<file path="src/rtl/simd_sequencer_pkg.sv">
// Shared opcodes, FSM state encoding and instruction-width helper for simd_sequencer.
// Defining SIMD_SEQ_STEP_EN adds the STEP_WAIT single-step state.
package simd_sequencer_pkg;

    localparam int OPCODE_WIDTH = 3;

    localparam logic [OPCODE_WIDTH-1:0] OP_ADD   = 3'b000;
    localparam logic [OPCODE_WIDTH-1:0] OP_SUB   = 3'b001;
    localparam logic [OPCODE_WIDTH-1:0] OP_MUL   = 3'b010;
    localparam logic [OPCODE_WIDTH-1:0] OP_DOT   = 3'b011;
    localparam logic [OPCODE_WIDTH-1:0] OP_PASSB = 3'b100;
    localparam logic [OPCODE_WIDTH-1:0] OP_HALT  = 3'b111;

    typedef logic [2:0] seq_state_t;

    localparam seq_state_t ST_IDLE     = 3'd0;
    localparam seq_state_t ST_FETCH    = 3'd1;
    localparam seq_state_t ST_WAIT_MEM = 3'd2;
    localparam seq_state_t ST_ISSUE    = 3'd3;
    localparam seq_state_t ST_EXEC     = 3'd4;
    localparam seq_state_t ST_DONE     = 3'd5;
`ifdef SIMD_SEQ_STEP_EN
    localparam seq_state_t ST_STEP_WAIT = 3'd6;
`endif

    // Instruction layout: {opcode, A, B, R, flag}; the opcode occupies the top bits.
    function automatic int ins_width(input int addr_width);
        return OPCODE_WIDTH + 3 * addr_width + 1;
    endfunction

    function automatic logic is_illegal(input logic [OPCODE_WIDTH-1:0] op);
        return (op == 3'b101) || (op == 3'b110);
    endfunction

endpackage

</file>
<file path="src/rtl/simd_sequencer_if.sv">
// Control, instruction-memory and decoder-side signals of simd_sequencer.
// Defining SIMD_SEQ_STEP_EN adds the 'step' single-step input.
interface simd_sequencer_if #(
    parameter int PC_WIDTH  = 8,
    parameter int INS_WIDTH = 34
);
    // start is accepted only in the cycle the sequencer is idle and is otherwise
    // dropped; instr_valid and done are single-cycle pulses with no backpressure.
    logic                 start;
    logic [PC_WIDTH-1:0]  prog_len;
    logic                 imem_en;
    logic [PC_WIDTH-1:0]  imem_addr;
    logic [INS_WIDTH-1:0] imem_rdata;
    logic [INS_WIDTH-1:0] instruction;
    logic                 instr_valid;
    logic                 busy;
    logic                 done;
    logic                 err;
`ifdef SIMD_SEQ_STEP_EN
    logic                 step;
`endif

    modport master (
`ifdef SIMD_SEQ_STEP_EN
        input  step,
`endif
        input  start, prog_len, imem_rdata,
        output imem_en, imem_addr, instruction, instr_valid, busy, done, err
    );

    modport slave (
`ifdef SIMD_SEQ_STEP_EN
        output step,
`endif
        output start, prog_len, imem_rdata,
        input  imem_en, imem_addr, instruction, instr_valid, busy, done, err
    );

endinterface

</file>
<file path="src/rtl/simd_sequencer_seq_lat_counter.sv">
// Execution latency down-counter: loaded at issue, o_expire marks the final EXEC cycle.
module seq_lat_counter #(
    parameter int CNT_WIDTH = 3
) (
    input  logic                 clk,
    input  logic                 rst,
    input  logic                 i_load,
    input  logic [CNT_WIDTH-1:0] i_load_val,
    output logic                 o_expire
);

    logic [CNT_WIDTH-1:0] r_cnt;

    always_ff @(posedge clk) begin
        if (rst) begin
            r_cnt <= '0;
        end else if (i_load) begin
            r_cnt <= i_load_val;
        end else if (r_cnt != '0) begin
            r_cnt <= r_cnt - CNT_WIDTH'(1);
        end
    end

    assign o_expire = (r_cnt == CNT_WIDTH'(1));

endmodule

</file>
<file path="src/rtl/simd_sequencer.sv">
// Program sequencer: fetches, issues and times instructions for the SIMD datapath.
// Optional macro SIMD_SEQ_STEP_EN inserts a STEP_WAIT stall between instructions.
module simd_sequencer
    import simd_sequencer_pkg::*;
#(
    parameter int ADDR_WIDTH  = 10,
    parameter int PC_WIDTH    = 8,
    parameter int PE_LATENCY  = 2,
    parameter int DOT_LATENCY = 4
) (
    input  logic             clk,
    input  logic             rst,
    simd_sequencer_if.master bus,
    output seq_state_t       o_dbg_state
);

    localparam int INS_WIDTH = ins_width(ADDR_WIDTH);
    localparam int MAX_LAT   = (DOT_LATENCY > PE_LATENCY) ? DOT_LATENCY : PE_LATENCY;
    localparam int CNT_WIDTH = $clog2(MAX_LAT + 1);

    seq_state_t           r_state;
    logic [PC_WIDTH-1:0]  r_pc;
    logic [PC_WIDTH-1:0]  r_prog_len;
    logic [INS_WIDTH-1:0] r_instruction;
    logic                 r_err;

    logic [OPCODE_WIDTH-1:0] w_opcode;
    logic [PC_WIDTH-1:0]     w_pc_next;
    logic                    w_last;
    logic                    w_exec_op;
    logic                    w_issue;
    logic                    w_expire;
    logic [CNT_WIDTH-1:0]    w_load_val;

    assign w_opcode   = r_instruction[INS_WIDTH-1 -: OPCODE_WIDTH];
    assign w_pc_next  = r_pc + PC_WIDTH'(1);
    assign w_last     = (w_pc_next == r_prog_len);
    // Opcodes 000..100 reach the datapath; HALT and the two illegal codes do not.
    assign w_exec_op  = (w_opcode != OP_HALT) && !is_illegal(w_opcode);
    assign w_issue    = (r_state == ST_ISSUE) && w_exec_op;
    assign w_load_val = (w_opcode == OP_DOT) ? CNT_WIDTH'(DOT_LATENCY) : CNT_WIDTH'(PE_LATENCY);

    seq_lat_counter #(
        .CNT_WIDTH (CNT_WIDTH)
    ) u_lat_counter (
        .clk        (clk),
        .rst        (rst),
        .i_load     (w_issue),
        .i_load_val (w_load_val),
        .o_expire   (w_expire)
    );

    always_ff @(posedge clk) begin
        if (rst) begin
            r_state       <= ST_IDLE;
            r_pc          <= '0;
            r_prog_len    <= '0;
            r_instruction <= '0;
            r_err         <= 1'b0;
        end else begin
            case (r_state)
                ST_IDLE: begin
                    if (bus.start) begin
                        r_prog_len <= bus.prog_len;
                        r_pc       <= '0;
                        r_err      <= 1'b0;
                        r_state    <= (bus.prog_len == '0) ? ST_DONE : ST_FETCH;
                    end
                end
                ST_FETCH: begin
                    r_state <= ST_WAIT_MEM;
                end
                ST_WAIT_MEM: begin
                    r_instruction <= bus.imem_rdata;
                    r_state       <= ST_ISSUE;
                end
                ST_ISSUE: begin
                    if (w_opcode == OP_HALT) begin
                        r_state <= ST_DONE;
                    end else if (is_illegal(w_opcode)) begin
                        r_err   <= 1'b1;
                        r_pc    <= w_pc_next;
                        r_state <= w_last ? ST_DONE : ST_FETCH;
                    end else begin
                        r_state <= ST_EXEC;
                    end
                end
                ST_EXEC: begin
                    if (w_expire) begin
                        r_pc <= w_pc_next;
`ifdef SIMD_SEQ_STEP_EN
                        r_state <= w_last ? ST_DONE : ST_STEP_WAIT;
`else
                        r_state <= w_last ? ST_DONE : ST_FETCH;
`endif
                    end
                end
`ifdef SIMD_SEQ_STEP_EN
                ST_STEP_WAIT: begin
                    if (bus.step) begin
                        r_state <= ST_FETCH;
                    end
                end
`endif
                ST_DONE: begin
                    r_state <= ST_IDLE;
                end
                default: begin
                    r_state <= ST_IDLE;
                end
            endcase
        end
    end

    // Outputs decode directly from state so they follow it with no extra cycle.
    assign bus.imem_en     = (r_state == ST_FETCH);
    assign bus.imem_addr   = r_pc;
    assign bus.instruction = r_instruction;
    assign bus.instr_valid = w_issue;
    assign bus.busy        = (r_state != ST_IDLE) && (r_state != ST_DONE);
    assign bus.done        = (r_state == ST_DONE);
    assign bus.err         = r_err;
    assign o_dbg_state     = r_state;

endmodule

</file>
<file path="src/flat_wrapper.sv">
// flat-port wrapper written by rule: the top's interface ports become plain ports
module simd_sequencer_flat import simd_sequencer_pkg::*;
#(
    parameter int ADDR_WIDTH  = 10,
    parameter int PC_WIDTH    = 8,
    parameter int PE_LATENCY  = 2,
    parameter int DOT_LATENCY = 4
)
  (clk, rst, o_dbg_state, bus_start, bus_prog_len, bus_imem_rdata, bus_imem_en, bus_imem_addr, bus_instruction, bus_instr_valid, bus_busy, bus_done, bus_err);
  simd_sequencer_if #(.PC_WIDTH(PC_WIDTH), .INS_WIDTH((OPCODE_WIDTH + 3 * ADDR_WIDTH + 1))) bus_i ();
  input  logic clk;
  input  logic rst;
  output seq_state_t o_dbg_state;
  input wire logic [$bits(bus_i.start)-1:0] bus_start;
  input wire logic [$bits(bus_i.prog_len)-1:0] bus_prog_len;
  input wire logic [$bits(bus_i.imem_rdata)-1:0] bus_imem_rdata;
  output wire logic [$bits(bus_i.imem_en)-1:0] bus_imem_en;
  output wire logic [$bits(bus_i.imem_addr)-1:0] bus_imem_addr;
  output wire logic [$bits(bus_i.instruction)-1:0] bus_instruction;
  output wire logic [$bits(bus_i.instr_valid)-1:0] bus_instr_valid;
  output wire logic [$bits(bus_i.busy)-1:0] bus_busy;
  output wire logic [$bits(bus_i.done)-1:0] bus_done;
  output wire logic [$bits(bus_i.err)-1:0] bus_err;
  assign bus_i.start = bus_start;
  assign bus_i.prog_len = bus_prog_len;
  assign bus_i.imem_rdata = bus_imem_rdata;
  assign bus_imem_en = bus_i.imem_en;
  assign bus_imem_addr = bus_i.imem_addr;
  assign bus_instruction = bus_i.instruction;
  assign bus_instr_valid = bus_i.instr_valid;
  assign bus_busy = bus_i.busy;
  assign bus_done = bus_i.done;
  assign bus_err = bus_i.err;
  simd_sequencer #(.ADDR_WIDTH(ADDR_WIDTH), .PC_WIDTH(PC_WIDTH), .PE_LATENCY(PE_LATENCY), .DOT_LATENCY(DOT_LATENCY)) u_core (.clk(clk), .rst(rst), .bus(bus_i), .o_dbg_state(o_dbg_state));
endmodule
</file>
<file path="config.mk">
export PLATFORM = sky130hd
export DESIGN_NAME = simd_sequencer_flat
export DESIGN_NICKNAME = d
export VERILOG_FILES = /design/src/rtl/simd_sequencer_pkg.sv /design/src/rtl/simd_sequencer_if.sv /design/src/rtl/simd_sequencer_seq_lat_counter.sv /design/src/rtl/simd_sequencer.sv /design/src/flat_wrapper.sv
export SDC_FILE = /design/constraint.sdc
export NUM_CORES = 1
export LEC_CHECK = 0
export ABC_AREA = 1
export ABC_CLOCK_PERIOD_IN_PS = 1300
export BUFFER_PORTS_ARGS = -buffer_cell sky130_fd_sc_hd__buf_2
export CAP_MARGIN = 20
export CORE_UTILIZATION = 46
export CTS_BUF_LIST = sky130_fd_sc_hd__clkbuf_8
export DETAILED_ROUTE_END_ITERATION = 6
export PLACE_DENSITY = 0.82
export SLEW_MARGIN = 10
export SYNTH_ARGS = -nofsm -noshare
export SYNTH_HDL_FRONTEND = slang
export SYNTH_HIERARCHICAL = 1
export SYNTH_SLANG_ARGS = --single-unit
</file>
<file path="constraint.sdc">
create_clock -name clk -period 1.3 [get_ports clk]
set_input_delay 0.13 -clock clk [delete_from_list [all_inputs] [get_ports clk]]
set_output_delay 0.13 -clock clk [all_outputs]
set_load 0.005 [all_outputs]
</file>
==> results.yml, run 1 <==
clocking:
  clkSinkCount: 57
  tritoncts: "built"
  clk_pin_slew_ns: 0.07
  clock_latency_ns: 0.34
  cts.path.max_buffers: 2
  cts_buffers: 9
  cts_root_buf: "clkbuf_8"
  holdBufCountCts: 0
  htree_levels: 3
floorplanning:
  initial_utilization_pct: 47.7
  ios: 95
  fp.dieH_um: 77.8
  core_area_um2: 5540
  die-area_um2: 6060
  die_x_um: 77.8
  std_cell_rows: 27
setup_path:
  path_cells: "ha_4 -> nand2_4 -> nor2_4 -> nand2_2 -> nand2_1 -> nand2_2 -> nand2_2 -> nand2_2 -> nor2_2 -> nand3_1 -> nand2_1 -> nand2_1 -> a21oi_2"
  cp-start-kind: "flop"
  crit_path_top_delay_cell: "dfxtp_4"
  cp.arrival_ns: 1.96
  path_max_fanout: 4
  reg2reg_from: "u_core/bus.imem_addr[0]"
  crit_required_ns: 1.58
  worst_r2r_path_depth: 13
  r2r_end: "u_core/o_dbg_state[2]"
  setup.worst_path.end_class: "flop"
  crit_path_max_incr_delay_ns: 0.37
  r2r_slack_ns: -0.38
  critPathKind: "flop to flop"
  crit_top_cell: "nand2_2"
timing:
  post-route-period-util_pct: 129
  fin_skew_ns: 0.00902
  setup_violations: 53
  setup_ws_ns: -0.382
  maxSlewViolCount: 0
  period_minus_slack_ns: 1.68
  max_freq_mhz: 595
  grt_setup_unrepaired: "yes"
  hold_violations: 0
layout:
  drive_gt1_share_pct: 49.5
  final_common_cell: "buf_2"
  final_cell_mix: "buf_2 (94), inv_1 (60), nand2_1 (47), dfxtp_1 (47), buf_4 (43)"
  antennaDiodeCount: 0
  finalNonFillerCells: 605
  fin_nets: 579
  area_delta_synth_final_pct: 64.1
power:
  powerDensity_nw_per_um2: 1370
  ir_drop_mv: 1.12
  power_mw: 5.97
  p_leak_nw: 2.03
detailed_routing:
  viasPerCell: 5.50
  drt_first_pass_iters: 6
  wire_per_inst_um: 16.9
  post-route-drc-count: 0
  drt-initial-drc-count: 292
  wl_um: 10200
  ant_nets: 0
  num_vias: 3330
outcome:
  violations: "negative setup slack"
  status: "finished, violations left"
placed_design:
  place.gp.congestion: 0.910
  pre_cts_ws_ns: -0.178
  io_buffers: 94
  placedCellCount: 567
  hpwl_um: 5030
synth:
  synth_cells: 379
  avgSynthCellArea_um2: 6.98
  yosys_warnings: 6
  ys_seq_area_share_pct: 43.1
  synth.net_count: 428
  ys_seq_elements: 57
  yosys.cell_types.count: 25
  synth.cell_area_um2: 2650
global_route:
  grt_max_degree: 70
  overflow: 0
  grt_pass1_vias: 2865
  grt_pass1_wl_um: 12400
  antenna_found_initial: 0
  grt_use_total_pct: 26.3
worst_hold_path:
  min_from: "bus_imem_rdata[28]"
  min_to: "u_core/bus.instruction[28]"
  hp-class: "input pin to flop"
  holdPathStages: 3
job:
  maxCapViolations: 0
## where the power goes
group	total (mW)	switching [mW]	internal, mW
Combinational	1.94	1.08	0.864
Clock	1.90	0.743	1.16
Sequential	2.12	0.147	1.98
Total	5.97	1.97	4.00
## logic make-up after synthesis
kind of cell | Yosys count | synth area share [%]
flops | 57 | 43.1
other cells | 1 | 0.142
simple gates | 130 | 22.8
buf+inv | 85 | 12.2
compound gates | 102 | 19.9
fa+ha+maj | 4 | 1.89
## metal layers
metal | GRT usage (%) | part of all wire [%] | up-vias
met5 | 0 | 0 | -
met4 | 15.8 | 3.7 | 0
met3 | 7.06 | 9.5 | 37
met2 | 42.9 | 50 | 239
met1 | 30.6 | 37 | 1543
li1 | - | - | 1511
## synth_stat cells (all sizes together)
master	instances	area, µm²
inv	72	270
nand2	60	258
dfxtp	57	1140
a21oi	52	264
o21ai	47	235
nor2	41	176
nand3	23	128
clkbuf	11	41.3
ha	4	50.1
nor3	3	20.0
a22oi	2	20.0
buf	2	10.0
nor4	2	12.5
a31oi	1	6.26
conb	1	3.75
or2	1	8.76
## worst max-delay path, delay by kind of cell (launching register included)
kind            cells  cell delay [ns]
simple gates       11             0.97
flops               1             0.37
fa+ha+maj           1             0.16
compound gates      1             0.11
## registers in the layout (all words and copies together), names as in the netlist
name / count
u_core/bus.err: 1
u_core/bus.imem_addr: 8
u_core/bus.instruction: 34
u_core/o_dbg_state: 3
u_core/r_prog_len: 8
u_core/u_lat_counter/r_cnt: 3
## area by class of cell
cell class	count	area, µm²
clock buffers	11	151
well taps	72	90.1
fillers	340	1200
multi-input cells	238	1560
flip-flops and latches	57	1160
clock inverters	3	65.1
inverters	72	275
repair buffers	152	1030
## worst max-delay path by stage
| stage | endpoint | slack (ns) | startpoint | cells after the start |
|---|---|---|---|---|
| after global routing | u_core/o_dbg_state[2] | -0.45 | u_core/bus.imem_addr[0] | 13 |
| after detailed placement | u_core/o_dbg_state[2] | -0.18 | u_core/bus.imem_addr[0] | 13 |
| final | u_core/o_dbg_state[2] | -0.38 | u_core/bus.imem_addr[0] | 13 |
| after CTS | u_core/o_dbg_state[2] | -0.24 | u_core/bus.imem_addr[0] | 13 |
| after global placement | u_core/o_dbg_state[2] | -0.14 | u_core/bus.imem_addr[2] | 13 |
| after floorplan | u_core/bus.imem_addr[1] | -0.08 | u_core/u_lat_counter/r_cnt[1] | 11 |
## metrics by stage
step	hold slack (ns)	util [%]	TNS, ns	instance area, µm²
2_1_floorplan	0.201	-	-0.375	2690
6_report	0.0491	78.3	-4.72	4340
5_1_grt	0.0614	78.3	-7.76	4340
3_5_place_dp	0.415	63.1	-1.36	3490
4_1_cts	0.0637	69.4	-1.53	3850
3_3_place_gp	0.402	63.1	-0.902	3490
## repair_timing
item | CTS | global route
gates cloned | 0 | 10
setup endpoints to repair | 22 | 59
resized for setup | 24 | 101
pin swaps | 14 | 16
buffers inserted | 10 | 4
(Power assumes the default switching activity.)
==> run 2, diff against run 1 <==
CORE_UTILIZATION = 40   (was 46)
PLACE_DENSITY = 0.73   (was 0.82)
==> run 2 against run 1 <==
Against the previous run: the flow still finishes with violations (negative setup slack); worst hold slack lost 0.0020 ns; combinational power shrank 8%; design area fell by 0.75%; power decreased by 6.2%; clock skew barely moved; die area increased by 15%; critical path type unchanged; highest routed layer unchanged.
==> results.yml, run 2 (synthesized netlist as in run 1, its figures left out) <==
outcome:
  status: "finished, violations left"
  violations: "negative setup slack"
setup_path:
  r2r_slack_ns: -0.23
  setup.worst_path.end_class: "flop"
  crit_top_cell: "nor2_4"
  critPathKind: "flop to flop"
  cp-start-kind: "flop"
  cp.arrival_ns: 1.75
  worst_r2r_path_depth: 9
  crit_path_max_incr_delay_ns: 0.37
  path_max_fanout: 5
  worst-path-buf-inv: 1
  r2r_end: "u_core/bus.imem_addr[1]"
  crit_family: "simple AND/OR/NAND/NOR gates"
  path_cells: "nor2_4 -> nand2_2 -> or2_4 -> nand2_4 -> nor2_4 -> nand3_4 -> inv_4 -> a22oi_1 -> nor2_1"
  crit_path_top_delay_cell: "dfxtp_4"
  crit_required_ns: 1.52
  reg2reg_from: "u_core/o_dbg_state[1]"
clocking:
  clock_latency_ns: 0.34
  holdBufCountCts: 0
  htree_levels: 3
  clk_pin_slew_ns: 0.07
  tritoncts: "built"
  cts.path.max_buffers: 2
  cts_root_buf: "clkbuf_8"
  clkSinkCount: 57
  cts_buffers: 9
floorplanning:
  std_cell_rows: 29
  ios: 95
  die_x_um: 83.3
  core_area_um2: 6350
  fp.dieH_um: 83.3
  initial_utilization_pct: 41.7
  die-area_um2: 6940
placed_design:
  pre_cts_ws_ns: -0.171
  io_buffers: 94
  placed_area_um2: 3550
  place.gp.congestion: 0.855
  hpwl_um: 5330
layout:
  largest_register_ffs: 34
  fin_nets: 578
  area_delta_synth_final_pct: 62.9
  final_common_cell: "buf_2"
  drive_gt1_share_pct: 49.8
  post-route-cell-area_um2: 4310
  antennaDiodeCount: 0
  final_cell_mix: "buf_2 (94), inv_1 (62), nand2_1 (49), dfxtp_1 (48), buf_4 (41)"
worst_hold_path:
  min_to: "u_core/bus.instruction[21]"
  holdPathStages: 3
  min_from: "bus_imem_rdata[21]"
  hp-class: "input pin to flop"
detailed_routing:
  drt-initial-drc-count: 82
  num_vias: 3035
  wire_per_inst_um: 13.2
  drt_first_pass_iters: 4
  wl_um: 8070
  post-route-drc-count: 0
  ant_nets: 0
  viasPerCell: 4.97
timing:
  max-slew-margin-rel_pct: 66.6
  hold_violations: 0
  post-route-period-util_pct: 118
  setup_violations: 25
  maxSlewViolCount: 0
  period_minus_slack_ns: 1.53
  worst_slew_pin_slew_ns: 0.501
  max_freq_mhz: 653
  setup_ws_ns: -0.231
  grt_setup_unrepaired: "yes"
  fin_skew_ns: 0.00875
global_route:
  antenna_found_initial: 0
  grt_pass1_wl_um: 12300
  grt_max_degree: 35
  overflow: 0
  grt_pass1_vias: 2840
  grt_use_total_pct: 22.1
job:
  maxCapViolations: 0
power:
  ir_drop_mv: 0.970
  powerDensity_nw_per_um2: 1300
  p_leak_nw: 2.01
  power_mw: 5.60
run 2: changes by cell type in the layout (fill, tap and decap cells not counted), sizes merged:
| cell | before | now |
|---|---|---|
| clkinv | 1 | 4 |
| buf | 148 | 146 |
| bufinv | 2 | 1 |
| clkbuf | 15 | 16 |
run 2: worst max path at each step:
stage	from	end	cells after the start
finish	u_core/o_dbg_state[1]	u_core/bus.imem_addr[1]	9
global route	u_core/o_dbg_state[2]	u_core/bus.imem_addr[5]	10
CTS	u_core/o_dbg_state[0]	bus_busy	7
detailed placement	u_core/o_dbg_state[2]	u_core/bus.imem_addr[1]	9
global placement	u_core/o_dbg_state[2]	u_core/bus.imem_addr[5]	10
floorplan	u_core/u_lat_counter/r_cnt[1]	u_core/bus.imem_addr[1]	11
run 2: cell type report:
type                            count  area (µm²)
Tap cell                           77        96.3
Inverter                           72         278
Sequential cell                    57        1160
Clock inverter                      5        53.8
Fill cell                         506        2040
Timing Repair Buffer              151        1050
Multi-Input combinational cell    238        1510
Clock buffer                       11         151
run 2: per-layer routing:
metal  routed length, µm  global-route usage (%)
met2                4140                    38.2
met3                 568                    6.16
met1                3190                    24.7
met5                   0                       0
met4                 171                    11.1
run 2: power breakdown:
group          total [mW]  leakage, nW  switching, mW  internal (mW)
clock                1.70        0.109          0.723          0.982
combinational        1.78         1.43          0.933          0.844
sequential           2.11        0.471          0.138           1.98
run 2: worst register-to-register path: stages (launching register included):
cell,delay (ns)
dfxtp_4,0.37
nor2_4,0.13
nand2_2,0.07
or2_4,0.27
nand2_4,0.08
nor2_4,0.05
nand3_4,0.16
inv_4,0.07
a22oi_1,0.17
nor2_1,0.06
run 2: per-stage QoR:
stage                     hold WS (ns)  setup TNS (ns)  util, %  std cells
after floorplan                  0.201          -0.375        -        379
after global placement           0.402           -1.55     56.0        579
after detailed placement         0.408           -1.94     56.0        579
after CTS                       0.0517           -1.98     61.1        601
after global routing            0.0431           -4.67     67.8        611
final                           0.0471           -2.34     67.8        611
run 2: what timing repair did:
action                                  CTS  global route
pin swaps                                11            16
setup buffers                             6             4
cloned                                    0             6
endpoints found under the setup margin   33            50
gates resized for setup                  25           102
==> run 3, diff against run 2 <==
PLACE_DENSITY = 0.74   (was 0.73)
SYNTH_HIERARCHICAL = not set   (was 1)
==> run 3 against run 2 <==
Against the previous run: the flow still finishes with violations (negative setup slack); die area down 5.1%; first-iteration DRC count down 11%; routed wire length down 12%; combinational power down 5%; fmax down 7.3%; power down 2.7%; design area down 9.0%.
==> results.yml, run 3 <==
floorplanning:
  fp.dieH_um: 81.2
  std_cell_rows: 28
  initial_utilization_pct: 41.9
  die_x_um: 81.2
  die-area_um2: 6590
  ios: 95
  core_area_um2: 5990
clocking:
  tritoncts: "built"
  clkSinkCount: 57
  htree_levels: 3
  clock_latency_ns: 0.34
  cts.path.max_buffers: 2
  holdBufCountCts: 0
  clk_pin_slew_ns: 0.07
  cts_buffers: 9
  cts_root_buf: "clkbuf_8"
layout:
  area_delta_synth_final_pct: 56.3
  drive_gt1_share_pct: 46.6
  ff_latch_area_um2: 1160
  largest_register_ffs: 34
  final_common_cell: "buf_2"
  multi_input_area_um2: 1410
  antennaDiodeCount: 0
  finalNonFillerCells: 571
  fill_cells: 529
  fin_nets: 540
  final_cell_mix: "buf_2 (93), nor2_1 (85), dfxtp_1 (46), buf_4 (40), o21ai_0 (34)"
power:
  ir_drop_mv: 0.983
  power_mw: 5.44
  p_leak_nw: 1.82
  powerDensity_nw_per_um2: 1390
placed_design:
  placedCellCount: 544
  hpwl_um: 4810
  place.gp.congestion: 0.873
  io_buffers: 94
synth:
  yosys_warnings: 0
  synth.cell_area_um2: 2510
  synthFlopType: "dfxtp_1"
  synth_largest_area_cell: "dfxtp_1"
  ys_seq_area_share_pct: 45.5
  synth_cells: 346
  synthArstFlopShare_pct: 0
  yosys.cell_types.count: 29
  synth_edf_count: 0
  avgSynthCellArea_um2: 7.25
  synth.net_count: 395
  synth_top_area_share_pct: 45.5
  synthTopCellsByCount: "nor2_1 (92), dfxtp_1 (57), o21ai_0 (48)"
  post-synth-top-count-cell: "nor2_1"
  ys_seq_elements: 57
  yosys-top-cells-area: "dfxtp_1 (46%), nor2_1 (14%), o21ai_0 (9.6%), inv_1 (4.8%), nand2_1 (4.3%)"
timing:
  fin_hold_ws_ns: 0.0292
  hold_violations: 0
  post-route-period-util_pct: 127
  fin_skew_ns: 0.00879
  setup_ws_ns: -0.352
  max_freq_mhz: 605
  max-slew-margin-rel_pct: 67.1
  maxSlewViolCount: 0
  grt_setup_unrepaired: "yes"
  period_minus_slack_ns: 1.65
  worst_slew_pin_slew_ns: 0.489
  setup_violations: 22
detailed_routing:
  wire_per_inst_um: 12.5
  drt-initial-drc-count: 73
  ant_nets: 0
  post-route-drc-count: 0
  viasPerCell: 4.85
  drt_first_pass_iters: 4
  num_vias: 2768
  wl_um: 7140
worst_hold_path:
  hp-class: "input pin to flop"
setup_path:
  crit_path_top_delay_cell: "dfxtp_2"
  path_max_fanout: 8
  cp-start-kind: "flop"
  crit_path_max_incr_delay_ns: 0.32
  critPathKind: "flop to flop"
  crit_top_cell: "inv_2"
  r2r_slack_ns: -0.35
  crit_required_ns: 1.58
  path_cells: "inv_2 -> ha_4 -> inv_2 -> o211ai_1 -> nand2_1 -> inv_2 -> nand3_4 -> nor2_4 -> a32oi_1 -> nor2_1"
  cp.arrival_ns: 1.93
  setup.worst_path.end_class: "flop"
outcome:
  status: "finished, violations left"
  violations: "negative setup slack"
global_route:
  grt_pass1_wl_um: 11000
  overflow: 0
  grt_use_total_pct: 22.5
  antenna_found_initial: 0
  grt_max_degree: 46
  grt_pass1_vias: 2622
job:
  maxCapViolations: 0
-- run 3: cell types whose count changed in the layout (fill, tap and decap cells not counted), moves of 18 or more --
cell,before,now
o21ai_0,11,34
nor2_1,28,85
a21oi_1,32,9
o21ai_2,23,5
inv_1,62,28
nand2_1,49,25
-- run 3: layout make-up --
type	instances	share of cell area [%]
multi-input cells	241	35.9
flip-flops and latches	57	29.7
repair buffers	145	23.4
inverters	36	3.64
clock buffers	9	3.16
well taps	75	2.39
clock inverters	7	1.63
repair inverters	1	0.192
-- run 3: per-stage QoR --
step	cell area [µm²]	setup slack (ns)	setup TNS [ns]	utilization (%)
after floorplan	2560	-0.158	-2.34	-
after detailed placement	3390	-0.249	-7.90	56.5
after CTS	3750	-0.239	-5.48	62.6
after global routing	3920	-0.513	-9.46	65.4
after global placement	3390	-0.214	-6.43	56.5
final	3920	-0.352	-4.71	65.4
-- run 3: routing by layer --
metal | up-vias | wire [µm] | global-route usage, %
met5 | - | 0 | 0
met4 | 0 | 185 | 10.5
met3 | 16 | 573 | 8.99
met2 | 95 | 3460 | 40.3
met1 | 1244 | 2920 | 22.6
li1 | 1413 | - | -
-- run 3: report_power, final --
group | total [mW] | internal (mW) | switching [mW] | leakage (nW)
logic | 1.69 | 0.819 | 0.874 | 1.24
registers | 2.15 | 2.00 | 0.147 | 0.472
clock network | 1.60 | 0.867 | 0.735 | 0.102
-- run 3: path summary, 6_finish.rpt --
check / start / endpoint / depth (start not counted)
worst max-delay path: u_core.u_lat_counter.r_cnt[1] / u_core.bus.imem_addr[5] / 10
worst min register to register: u_core.bus.err / u_core.bus.err / 2
worst max register to register: u_core.u_lat_counter.r_cnt[1] / u_core.bus.imem_addr[5] / 10
worst min-delay path: bus_imem_rdata[0] / u_core.bus.instruction[0] / 3
-- run 3: repair_timing --
| action | 4_1_cts | 5_1_grt |
|---|---|---|
| setup buffers | 8 | 3 |
| gates resized for setup | 35 | 45 |
| pin swaps | 19 | 21 |
| gates cloned | 1 | 0 |
| setup endpoints to repair | 59 | 59 |
-- run 3: critical path: cells and delay by family (launching register included) --
family          cells  cell delay (ns)
flops               1             0.32
fa+ha+maj           1             0.12
buf+inv             3             0.17
simple gates        4             0.61
compound gates      2             0.37
-- run 3: kinds of logic after synthesis --
family	synth area share [%]
flops	45.5
xor+xnor	1.05
buf+inv	7.39
simple gates	27.5
fa+ha+maj	2.00
compound gates	16.6
